### config.mk
export PLATFORM = sky130hd
export DESIGN_NAME = step_sequencer
export DESIGN_NICKNAME = d
export VERILOG_FILES = /design/src/rtl/step_sequencer.sv
export SDC_FILE = /design/constraint.sdc
export NUM_CORES = 1
export LEC_CHECK = 0
export CORE_MARGIN = 2
export CORE_UTILIZATION = 40
export DETAILED_ROUTE_END_ITERATION = 7
export PLACE_DENSITY = 0.69
export SYNTH_ARGS = -nofsm -noshare
export SYNTH_HDL_FRONTEND = slang
export SYNTH_SLANG_ARGS = --single-unit
### constraint.sdc
create_clock -name CLK_50 -period 1.8 [get_ports CLK_50]
set_input_delay 0.36 -clock CLK_50 [delete_from_list [all_inputs] [get_ports CLK_50]]
set_output_delay 0.36 -clock CLK_50 [all_outputs]
set_load 0.01 [all_outputs]
### src/rtl/step_sequencer.sv
// Step sequencer: steps through 2**STEP_BITS steps per bar and 2**SEQ_BITS sequences,
// advancing on synchronised slow_clk ticks. Define SEQ_IMMEDIATE_EN to apply sequence changes at once.
module step_sequencer #(
  parameter int STEP_BITS = 4,
  parameter int SEQ_BITS  = 6
) (
  input  logic                          CLK_50,
  input  logic                          reset,
  input  logic                          slow_clk,
  input  logic                          pb_seq_up,
  input  logic                          pb_seq_dn,
  input  logic                          run,
  output logic [SEQ_BITS+STEP_BITS-1:0] rom_addr,
  output logic [SEQ_BITS-1:0]           seq_num,
  output logic [STEP_BITS-1:0]          step,
  output logic                          pending,
  output logic                          step_strobe,
  output logic                          bar_strobe
);

  localparam logic [0:0] ST_HOLD = 1'b0;
  localparam logic [0:0] ST_RUN  = 1'b1;

  logic                          slow_meta_q, slow_sync_q, slow_prev_q;
  logic                          tick_q, tick_d;
  logic                          up_prev_q, dn_prev_q;
  logic [0:0]                    state_q, state_d;
  logic [STEP_BITS-1:0]          step_q, step_d;
  logic [SEQ_BITS-1:0]           seq_q, seq_d;
  logic [SEQ_BITS-1:0]           pend_seq_q, pend_seq_d;
  logic                          pending_q, pending_d;
  logic [SEQ_BITS+STEP_BITS-1:0] rom_addr_q, rom_addr_d;
  logic                          step_strobe_q, step_strobe_d;
  logic                          bar_strobe_q, bar_strobe_d;

  logic                          up_req, dn_req, req_valid;
  logic [SEQ_BITS-1:0]           req_seq;
  logic                          advance, wrap;

  // The tick is registered once more so a step lands three edges after slow_clk is first sampled high.
  assign tick_d    = slow_sync_q & ~slow_prev_q;
  assign up_req    = pb_seq_up & ~up_prev_q;
  assign dn_req    = pb_seq_dn & ~dn_prev_q;
  assign req_valid = up_req ^ dn_req;
  assign req_seq   = up_req ? pend_seq_q + 1'b1 : pend_seq_q - 1'b1;
  assign advance   = tick_q && (state_q == ST_RUN);
  assign wrap      = advance && (step_q == {STEP_BITS{1'b1}});

  always_comb begin
    // NOTE: every next-state signal gets a default first so no path leaves it unassigned (no latches).
    state_d       = run ? ST_RUN : ST_HOLD;
    step_d        = step_q;
    seq_d         = seq_q;
    pend_seq_d    = pend_seq_q;
    pending_d     = pending_q;
    step_strobe_d = 1'b0;
    bar_strobe_d  = 1'b0;

    if (advance) begin
      step_d        = step_q + 1'b1;
      step_strobe_d = 1'b1;
      bar_strobe_d  = wrap;
    end

`ifdef SEQ_IMMEDIATE_EN
    // A change restarts the bar at once; pend_seq simply shadows seq_num.
    if (req_valid) begin
      seq_d         = req_seq;
      step_d        = '0;
      step_strobe_d = 1'b0;
      bar_strobe_d  = 1'b1;
    end
    pend_seq_d = seq_d;
    pending_d  = 1'b0;
`else
    if (req_valid) begin
      pend_seq_d = req_seq;
      pending_d  = 1'b1;
    end
    // A request arriving with the wrapping tick is already folded into pend_seq_d.
    if (wrap && pending_d) begin
      seq_d     = pend_seq_d;
      pending_d = 1'b0;
    end
`endif

    rom_addr_d = {seq_d, step_d};
  end

  // NOTE: reset is synchronous and sampled only on CLK_50, so it sits inside the clocked branch.
  always_ff @(posedge CLK_50) begin
    if (reset) begin
      slow_meta_q   <= 1'b0;
      slow_sync_q   <= 1'b0;
      slow_prev_q   <= 1'b0;
      tick_q        <= 1'b0;
      up_prev_q     <= 1'b0;
      dn_prev_q     <= 1'b0;
      state_q       <= ST_HOLD;
      step_q        <= '0;
      seq_q         <= '0;
      pend_seq_q    <= '0;
      pending_q     <= 1'b0;
      rom_addr_q    <= '0;
      step_strobe_q <= 1'b0;
      bar_strobe_q  <= 1'b0;
    end else begin
      // NOTE: non-blocking assignments so every flop samples pre-edge values.
      slow_meta_q   <= slow_clk;
      slow_sync_q   <= slow_meta_q;
      slow_prev_q   <= slow_sync_q;
      tick_q        <= tick_d;
      up_prev_q     <= pb_seq_up;
      dn_prev_q     <= pb_seq_dn;
      state_q       <= state_d;
      step_q        <= step_d;
      seq_q         <= seq_d;
      pend_seq_q    <= pend_seq_d;
      pending_q     <= pending_d;
      rom_addr_q    <= rom_addr_d;
      step_strobe_q <= step_strobe_d;
      bar_strobe_q  <= bar_strobe_d;
    end
  end

  assign rom_addr    = rom_addr_q;
  assign seq_num     = seq_q;
  assign step        = step_q;
  assign pending     = pending_q;
  assign step_strobe = step_strobe_q;
  assign bar_strobe  = bar_strobe_q;

endmodule

==> reports/metrics.yaml <==
outcome: "finished with violations"
violations: "negative setup slack"
powerDensity_nw_per_um2: 860
gp_congestion: 0.801
avgViaCountPerCell: 4.87
final_max_slew_viol_count: 0
syn_to_final_growth_pct: 30.7
placed_cell_area_um2: 1510
vias: 847
path_max_fanout: 6
io_buffers: 28
r2r_setup_slack_ps: -20
num_rows: 19
core_um2: 2780
cp.required_ps: 2030
setup_ws_ps: -23.2
drive_above_1_share_pct: 18.9
yosys_register_bits: 26
drc: 0
cp-end-kind: "register"
cts_buffers: 3
nets: 156
grt_overflow: 0
drt_iter0_drc: 4
hold_viol_final: 0
leakagePower_uw: 0.000614
grt_pass1_wl_um: 3390
design_area_um2: 1560
die_w_um: 58.5
synth_nets: 126
die_h_um: 58.5
synth_area_leader_cell: "dfxtp_1"
fin_crit_ps: 1820
dp_hpwl_um: 1580
grt_max_degree: 26
hold_path_class: "register to register"
clk_latency_ps: 320
worst_pin_slew_ps: 233
cap_violations: 0
slew_headroom_pct: 84.0
wire_per_inst_um: 12.0
final_common_cell: "clkdlybuf4s50_1"
ys_seq_area_share_pct: 43.7
criticalPathCategory: "register to register"
synth_cell_types: 32
crit_path_start_kind: "register"
synth_area_um2: 1190
groute.usage.overall_pct: 13.0
cts_sinks: 26
die_area_um2: 3430
fin_skew_ps: 6.44
cts_tree: "done"
ioPinCount: 29
cp.arrival_ps: 2060
final.period_utilization_pct: 101
holdBufCountCts: 0
start_util_pct: 42.8
vdd_drop_max_mv: 0.721
power_uw: 1340
cts-root-buf: "clkbuf_4"
post_cts_buffers: 0
synth_area_per_cell_um2: 10.4
clk_pin_slew_worst_paths_ps: 140
grt_pass1_vias: 784
max_freq_mhz: 548
drt-total-wl_um: 2090
num_antenna_cells: 0
h-tree-depth: 1
cts_buffer_depth: 2
ant_nets: 0
setup_viol: 1
yosysWarningCount: 0
final_cell_mix: "clkdlybuf4s50_1, dfxtp_1, nor2_1"
rsz0062_at_grt: "true"
antenna_found_initial: 0
synth_cells: 114
drt_pass1_iterations: 4
netlist_top_cells_area: "dfxtp_1, buf_4, ha_1"
synth_top_area_share_pct: 43.7
==> path summary, 6_finish.rpt <==
path,startpoint,end,cells past startpoint
max,up_prev_q$_SDFF_PP0_,seq_num[5]$_SDFFE_PP0P_,7
min,slow_prev_q$_SDFF_PP0_,tick_q$_SDFF_PP0_,1
max reg2reg,up_prev_q$_SDFF_PP0_,seq_num[5]$_SDFFE_PP0P_,7
min reg2reg,slow_prev_q$_SDFF_PP0_,tick_q$_SDFF_PP0_,1
==> metal layers <==
| metal | share of wire [%] | track usage (%) | wire length, um | up-vias |
|---|---|---|---|---|
| li1 | - | - | - | 433 |
| met1 | 45 | 16.0 | 935 | 391 |
| met2 | 50 | 22.6 | 1050 | 21 |
| met3 | 3.9 | 1.98 | 82 | 2 |
| met4 | 0.91 | 4.98 | 19 | 0 |
| met5 | 0 | 0 | 0 | - |
==> cells by family after synthesis <==
logic type	Yosys count	synth area share, %
adder cells (fa/ha/maj)	6	6.94
flip-flops	26	43.7
multiplexers	6	5.15
XOR/XNOR	9	8.83
AND/OR/NAND/NOR	36	16.4
AO/OA/AOI/OAI	16	9.99
buffers and inverters	15	8.94
==> synthesized netlist by cell type <==
master	count
mux2i_1	5
a211o_1	1
nand4_1	3
buf_4	11
and2b_4	1
nand3_1	1
nor3_1	1
nor2_1	14
xnor2_2	1
a211oi_1	3
a311oi_1	1
ha_1	5
a21o_2	2
xor2_1	3
a21oi_1	5
a21o_1	2
o21ai_0	1
nand2b_4	1
nor2b_1	9
fa_1	1
buf_2	1
nand4_2	1
buf_6	1
mux2_2	1
dfxtp_1	26
xor2_4	1
xnor2_1	4
clkbuf_1	1
a21oi_4	1
nand2_1	4
and2_1	1
inv_1	1
==> metrics by stage <==
| step | setup TNS (ps) | hold slack [ps] | utilization [%] | cells | worst slack [ps] |
|---|---|---|---|---|---|
| after floorplan | 0 | 367 | - | 114 | 17.5 |
| after global routing | -260 | 406 | 55.9 | 174 | -94.0 |
| after CTS | -3.91 | 399 | 55.7 | 174 | -3.91 |
| after global placement | -3660 | 373 | 54.4 | 170 | -453 |
| after detailed placement | -4240 | 379 | 54.4 | 170 | -538 |
| final | -23.2 | 396 | 55.9 | 174 | -23.2 |
==> layout make-up <==
type / count / area [um^2]
repair buffers: 39 / 374
flip-flops and latches: 26 / 520
inverters: 1 / 3.75
well taps: 31 / 38.8
clock buffers: 4 / 36.3
multi-input cells: 73 / 582
fillers: 242 / 1230
==> critical path, stage by stage, from the launching register on <==
cell and delay [ps]:
dfxtp_1 330, nand2b_4 170, ha_1 300, a21o_2 130, nand4_1 120, a211o_1 290
a21o_1 170, a311oi_1 230
==> where the power goes <==
group | internal, uW | switching (uW) | leakage, uW
clock network | 124 | 166 | 0.0000210
registers | 620 | 32.1 | 0.000212
logic | 222 | 175 | 0.000380
==> repair_timing <==
item | 4_1_cts | 5_1_grt
endpoints found under the setup margin | 7 | 5
pin swaps | 1 | 1
resized for setup | 1 | 2
Note: power is estimated with default switching activity, not from simulation.
